## src/rtl/adder_nbit_acc_pipe_if.sv

```systemverilog
`default_nettype none
// +--------------------------------------------------------------------------+
// | adder_nbit_acc_pipe_if : valid/ready beat and result bus of the adder    |
// | Rev 1.0                                                                  |
// +--------------------------------------------------------------------------+
interface adder_nbit_acc_pipe_if #(
   parameter int WIDTH = 8
);
   logic             in_valid;
   logic             in_ready;
   logic [WIDTH-1:0] x;
   logic [WIDTH-1:0] y;
   logic             is_signed;
   logic             acc_mode;
   logic             clr;
   logic             out_valid;
   logic             out_ready;
   logic [WIDTH:0]   z;
   logic             ovf;
   logic             ovf_sticky;

   modport master (
      output in_valid, x, y, is_signed, acc_mode, clr, out_ready,
      input  in_ready, out_valid, z, ovf, ovf_sticky
   );

   modport slave (
      input  in_valid, x, y, is_signed, acc_mode, clr, out_ready,
      output in_ready, out_valid, z, ovf, ovf_sticky
   );
endinterface
`default_nettype wire

```

## src/rtl/adder_nbit_acc_pipe.sv

```systemverilog
`default_nettype none
// +--------------------------------------------------------------------------+
// | adder_nbit_acc_pipe : registered WIDTH+1 adder/accumulator, valid/ready. |
// | Optional clamp on accumulate overflow: define ADDER_SATURATE_EN. Rev 1.0 |
// +--------------------------------------------------------------------------+
module adder_nbit_acc_pipe #(
   parameter int WIDTH = 8
) (
   input  wire logic             clk,
   input  wire logic             rstn,
   adder_nbit_acc_pipe_if.slave  bus
);
   localparam int c_ZW = WIDTH + 1;

   logic [c_ZW-1:0] r_acc;
   logic [c_ZW-1:0] r_z;
   logic            r_valid;
   logic            r_ovf;
   logic            r_sticky;

   logic            w_accept;
   logic [c_ZW-1:0] w_ext_x;
   logic [c_ZW-1:0] w_ext_y;
   logic [c_ZW-1:0] w_direct;
   logic [c_ZW-1:0] w_base;
   logic [c_ZW:0]   w_sum;
   logic            w_ovf;
   logic [c_ZW-1:0] w_acc_next;

   assign bus.in_ready = !r_valid || bus.out_ready;
   assign w_accept     = bus.in_valid && bus.in_ready;

   assign w_ext_x  = bus.is_signed ? {bus.x[WIDTH-1], bus.x} : {1'b0, bus.x};
   assign w_ext_y  = bus.is_signed ? {bus.y[WIDTH-1], bus.y} : {1'b0, bus.y};
   assign w_direct = w_ext_x + w_ext_y;

   // The stored sum is reinterpreted under this beat's signedness, not converted.
   assign w_base = bus.clr ? '0 : r_acc;
   assign w_sum  = {bus.is_signed & w_base[WIDTH], w_base}
                 + {bus.is_signed & w_ext_x[WIDTH], w_ext_x};
   assign w_ovf  = bus.is_signed ? (w_sum[c_ZW] ^ w_sum[WIDTH]) : w_sum[c_ZW];

`ifdef ADDER_SATURATE_EN
   always_comb begin
      w_acc_next = w_sum[WIDTH:0];
      if (w_ovf) begin
         if (!bus.is_signed)
            w_acc_next = '1;
         else if (w_sum[c_ZW])
            w_acc_next = {1'b1, {WIDTH{1'b0}}};
         else
            w_acc_next = {1'b0, {WIDTH{1'b1}}};
      end
   end
`else
   assign w_acc_next = w_sum[WIDTH:0];
`endif

   always_ff @(posedge clk) begin
      if (!rstn) begin
         r_valid  <= 1'b0;
         r_z      <= '0;
         r_ovf    <= 1'b0;
         r_sticky <= 1'b0;
         r_acc    <= '0;
      end else if (w_accept) begin
         r_valid <= 1'b1;
         if (bus.acc_mode) begin
            r_acc    <= w_acc_next;
            r_z      <= w_acc_next;
            r_ovf    <= w_ovf;
            r_sticky <= bus.clr ? w_ovf : (r_sticky | w_ovf);
         end else begin
            r_z   <= w_direct;
            r_ovf <= 1'b0;
         end
      end else if (bus.out_ready) begin
         r_valid <= 1'b0;
      end
   end

   assign bus.out_valid  = r_valid;
   assign bus.z          = r_z;
   assign bus.ovf        = r_ovf;
   assign bus.ovf_sticky = r_sticky;
endmodule
`default_nettype wire

```

## src/flat_wrapper.sv

```systemverilog
// flat-port wrapper written by rule: the top's interface ports become plain ports
module adder_nbit_acc_pipe_flat 
#(
   parameter int WIDTH = 8
)
  (clk, rstn, bus_in_valid, bus_x, bus_y, bus_is_signed, bus_acc_mode, bus_clr, bus_out_ready, bus_in_ready, bus_out_valid, bus_z, bus_ovf, bus_ovf_sticky);
  adder_nbit_acc_pipe_if #(.WIDTH(WIDTH)) bus_i ();
  input  wire logic clk;
  input  wire logic rstn;
  input wire logic [$bits(bus_i.in_valid)-1:0] bus_in_valid;
  input wire logic [$bits(bus_i.x)-1:0] bus_x;
  input wire logic [$bits(bus_i.y)-1:0] bus_y;
  input wire logic [$bits(bus_i.is_signed)-1:0] bus_is_signed;
  input wire logic [$bits(bus_i.acc_mode)-1:0] bus_acc_mode;
  input wire logic [$bits(bus_i.clr)-1:0] bus_clr;
  input wire logic [$bits(bus_i.out_ready)-1:0] bus_out_ready;
  output wire logic [$bits(bus_i.in_ready)-1:0] bus_in_ready;
  output wire logic [$bits(bus_i.out_valid)-1:0] bus_out_valid;
  output wire logic [$bits(bus_i.z)-1:0] bus_z;
  output wire logic [$bits(bus_i.ovf)-1:0] bus_ovf;
  output wire logic [$bits(bus_i.ovf_sticky)-1:0] bus_ovf_sticky;
  assign bus_i.in_valid = bus_in_valid;
  assign bus_i.x = bus_x;
  assign bus_i.y = bus_y;
  assign bus_i.is_signed = bus_is_signed;
  assign bus_i.acc_mode = bus_acc_mode;
  assign bus_i.clr = bus_clr;
  assign bus_i.out_ready = bus_out_ready;
  assign bus_in_ready = bus_i.in_ready;
  assign bus_out_valid = bus_i.out_valid;
  assign bus_z = bus_i.z;
  assign bus_ovf = bus_i.ovf;
  assign bus_ovf_sticky = bus_i.ovf_sticky;
  adder_nbit_acc_pipe #(.WIDTH(WIDTH)) u_core (.clk(clk), .rstn(rstn), .bus(bus_i));
endmodule
```

## config.mk

```make
export PLATFORM = sky130hd
export DESIGN_NAME = adder_nbit_acc_pipe_flat
export DESIGN_NICKNAME = d
export VERILOG_FILES = /design/src/rtl/adder_nbit_acc_pipe_if.sv /design/src/rtl/adder_nbit_acc_pipe.sv /design/src/flat_wrapper.sv
export SDC_FILE = /design/constraint.sdc
export NUM_CORES = 1
export LEC_CHECK = 0
export BUFFER_PORTS_ARGS = -buffer_cell sky130_fd_sc_hd__buf_2
export CELL_PAD_IN_SITES_DETAIL_PLACEMENT = 0
export CELL_PAD_IN_SITES_GLOBAL_PLACEMENT = 1
export CORE_UTILIZATION = 41
export CTS_BUF_LIST = sky130_fd_sc_hd__clkbuf_4 sky130_fd_sc_hd__clkbuf_8
export DETAILED_ROUTE_END_ITERATION = 10
export GPL_TIMING_DRIVEN = 0
export PLACE_DENSITY_LB_ADDON = 0.1
export SLEW_MARGIN = 5
export SYNTH_ARGS = -nofsm -noshare
export SYNTH_HDL_FRONTEND = slang
export SYNTH_SLANG_ARGS = --single-unit
```

## constraint.sdc

```tcl
create_clock -name clk -period 2.5 [get_ports clk]
set_input_delay 0.375 -clock clk [delete_from_list [all_inputs] [get_ports clk]]
set_output_delay 0.375 -clock clk [all_outputs]
set_load 0.1 [all_outputs]
```

==> results.py <==
metrics = {
    "die": {
        "rows": 22,
        "ioPinCount": 36,
        "die_x_um": 65.5,
        "die_height_um": 65.5,
        "start_util_pct": 43.9,
        "dieArea_sq_um": 4290,
        "coreArea_sq_um": 3770,
    },
    "critical_path": {
        "crit_required_ps": 2630,
        "cp_common_cell": "a21oi_1",
        "path_depth": 10,
        "worst-setup-path-type": "input port to register",
        "critPathMaxStageDelay_ps": 440,
        "crit_slowest_cell": "fa_1",
        "arrival_ps": 2510,
        "r2r_cells": 9,
        "cp_cell_sequence": "clkbuf_4 > and2b_1 > ha_1 > fa_1 > a211oi_2 > o21bai_1 > a21oi_1 > xor2_1 > a211o_1 > a21oi_1",
        "crit_fanout": 10,
        "timing.critical_path.from_type": "input port",
        "path_delay_family": "compound AO/OA/AOI/OAI gates",
        "r2r_slack_ps": 140,
        "cp_num_buf_inv": 1,
        "end_kind": "register",
    },
    "sta": {
        "fin_crit_ps": 2380,
        "finalSetupViolCount": 0,
        "finalCritPeriodShare_pct": 95.2,
        "hold_viol": 0,
        "drv_slew": 0,
        "finalSetupTns_ps": 0,
        "worst_slack_ps": 119,
        "whs_ps": 345,
        "maxSlewHeadroom_pct": 58.2,
        "worst_pin_slew_ps": 627,
        "rsz0062_at_grt": "no",
        "clock.fmax_ghz": 0.420,
        "worst_clock_skew_ps": 3.87,
    },
    "grt": {
        "grt_pass1_vias": 1453,
        "globalRouteTotalUtil_pct": 20.1,
        "grt.overflow.total": 0,
        "grtUsageMet2_pct": 34.4,
        "use_met3_pct": 2.43,
        "grt_pass1_wl_mm": 6.59,
        "antenna_found_initial": 0,
        "grt_use_met1_pct": 26.6,
        "grt_max_degree": 13,
        "grt_busiest_layer": "met2",
    },
    "yosys": {
        "yosys.cell_types.count": 43,
        "synth-xor-area-share_pct": 7.41,
        "syn_avg_cell_area_sq_um": 8.15,
        "synthFlopType": "dfxtp_1",
        "synth.ff_latch_count": 21,
        "synth_mux_area_share_pct": 3.63,
        "synth_compound_gate_area_share_pct": 23.4,
        "synth_cells": 203,
        "synth-edff-count": 0,
        "seq_area_frac_synth_pct": 25.4,
        "synth_simple_gate_area_share_pct": 22.3,
        "netlist_area_sq_um": 1650,
        "async_flop_share_pct": 0,
        "yosysWarningCount": 0,
        "syn_nets": 245,
        "synth_top_family_by_area": "compound AO/OA/AOI/OAI gates",
        "yosys.area_share.adder_pct": 15.3,
    },
    "power_and_ir_drop": {
        "total_power_mw": 0.995,
        "comb_power_share_pct": 39.4,
        "ir_drop_mv": 0.189,
        "internal_power_mw": 0.592,
        "leakagePower_nw": 0.928,
        "p_sw_mw": 0.403,
        "netSwitchingFraction_pct": 40.5,
        "seq_power_share_pct": 37.0,
        "p_clk_share_pct": 23.5,
        "power_density_nw_per_um2": 511,
    },
    "placement": {
        "place_congestion": 0.793,
        "port-buffer-count": 35,
        "dpl.hpwl_mm": 3.17,
        "pre_cts_slack_ps": -234,
    },
    "route": {
        "vias": 1519,
        "wire_per_inst_um": 13.5,
        "wirelength_mm": 3.92,
        "vias_per_cell": 5.24,
        "drcViolationCount": 0,
        "postRouteAntennaNets": 0,
        "first_pass_iters": 4,
        "drt_iter0_drc": 68,
    },
    "status": {
        "outcome": "completed",
    },
    "cts": {
        "clock_latency_ps": 260,
        "cts_buffers": 3,
        "clk_pin_slew_ps": 90,
        "clockBufferDepth": 2,
        "htreeDepth": 1,
        "cts_resized": 0,
        "numClockSinks": 21,
        "cts_tree": "built",
        "ctsHoldBuffers": 0,
        "post-cts-setup-buffer-count": 0,
        "root_buffer": "clkbuf_8",
    },
    "cells_and_area": {
        "nets": 285,
        "num-fill-cells": 386,
        "syn_to_final_growth_pct": 17.7,
        "antennaDiodeCount": 0,
        "drive_gt1_share_pct": 20.2,
        "multi_input_area_sq_um": 1200,
        "layout_commonest_cell": "buf_2",
        "fin_util_pct": 51.6,
        "layout_common_cells": "buf_2, nand2_1, a21oi_1, dfxtp_1, ha_1",
        "regArea_sq_um": 422,
    },
    "hold_path": {
        "hold_depth": 3,
        "hold_class": "input port to register",
    },
    "flow_run": {
        "drv_cap": 0,
    },
}
-- flip-flops by register name, indices dropped and copies added (netlist names) --
register and count:
u_core.bus.z 9, u_core.r_acc 9, u_core.bus.out_valid 1, u_core.bus.ovf_sticky 1, u_core.bus.ovf 1
-- worst register-to-register path: cells and delay by family, from the launching register on --
family	cells	cell delay, ps
AO/OA/AOI/OAI	5	830
AND/OR/NAND/NOR	1	150
XOR/XNOR	1	290
adder cells (fa/ha/maj)	2	640
flip-flops	1	310
-- through the flow --
| stage | std cells | cell area (sq um) |
|---|---|---|
| 5_1_grt | 290 | 1950 |
| 4_1_cts | 290 | 1940 |
| 2_1_floorplan | 203 | 1660 |
| 3_3_place_gp | 286 | 1890 |
| 3_5_place_dp | 286 | 1890 |
| 6_report | 290 | 1950 |
-- cell usage after synthesis, drive strengths merged (2+ instances only) --
master	count	share of area (%)
dfxtp	21	25
a31oi	2	0.76
o21ai	11	3.3
and3	2	0.76
nand2	28	6.5
a21o	5	2.3
buf	2	0.53
mux2i	6	3.6
clkbuf	3	0.68
a211oi	5	2.3
o21a	6	2.7
nand3	3	0.91
and2	2	0.76
nor2	11	2.5
ha	17	13
nor3	6	2.4
a21oi	22	7.1
nand2b	3	1.1
inv	6	1.4
fa	2	2.4
xor2	7	3.7
xnor2	7	3.7
and2b	8	3.6
nor2b	4	1.5
a311oi	2	1.4
-- per-layer routing --
metal,vias up,wire [um]
met4,0,18
li1,805,-
met5,-,0
met2,23,1850
met3,2,111
met1,689,1940
-- power by group through the flow --
stage	Sequential (mW)	Clock, mW	Combinational (mW)
3_3_place_gp	0.375	0	0.393
2_1_floorplan	0.489	0	0.193
6_report	0.369	0.234	0.392
3_5_place_dp	0.377	0	0.392
4_1_cts	0.369	0.239	0.393
5_1_grt	0.372	0.250	0.431
-- cells by family (layout without fill, tap and decap cells) --
kind of cell | after synthesis | in the layout
AND/OR/NAND/NOR | 72 | 72
AO/OA/AOI/OAI | 60 | 60
flip-flops | 21 | 21
adder cells (fa/ha/maj) | 19 | 19
XOR/XNOR | 14 | 14
buffers and inverters | 11 | 50
multiplexers | 6 | 6
-- path summary, 6_finish.rpt --
check                                     from                                 to
setup reg to reg  u_core.r_acc[0]$_SDFFE_PN0P_       u_core.bus.z[6]$_SDFFE_PN0P_
hold reg to reg   u_core.r_acc[7]$_SDFFE_PN0P_       u_core.r_acc[7]$_SDFFE_PN0P_
hold / removal                    bus_in_valid  u_core.bus.out_valid$_SDFFE_PN0P_
setup / recovery                       bus_clr       u_core.bus.z[6]$_SDFFE_PN0P_
-- layout make-up --
type,count,share of cell area [%]
Clock inverter,1,0.257
Tap cell,48,3.08
Buffer,5,1.03
Timing Repair Buffer,35,9.13
Multi-Input combinational cell,171,61.6
Clock buffer,3,2.12
Sequential cell,21,21.7
Inverter,6,1.16
No activity file was read; power rests on OpenSTA's default activity.
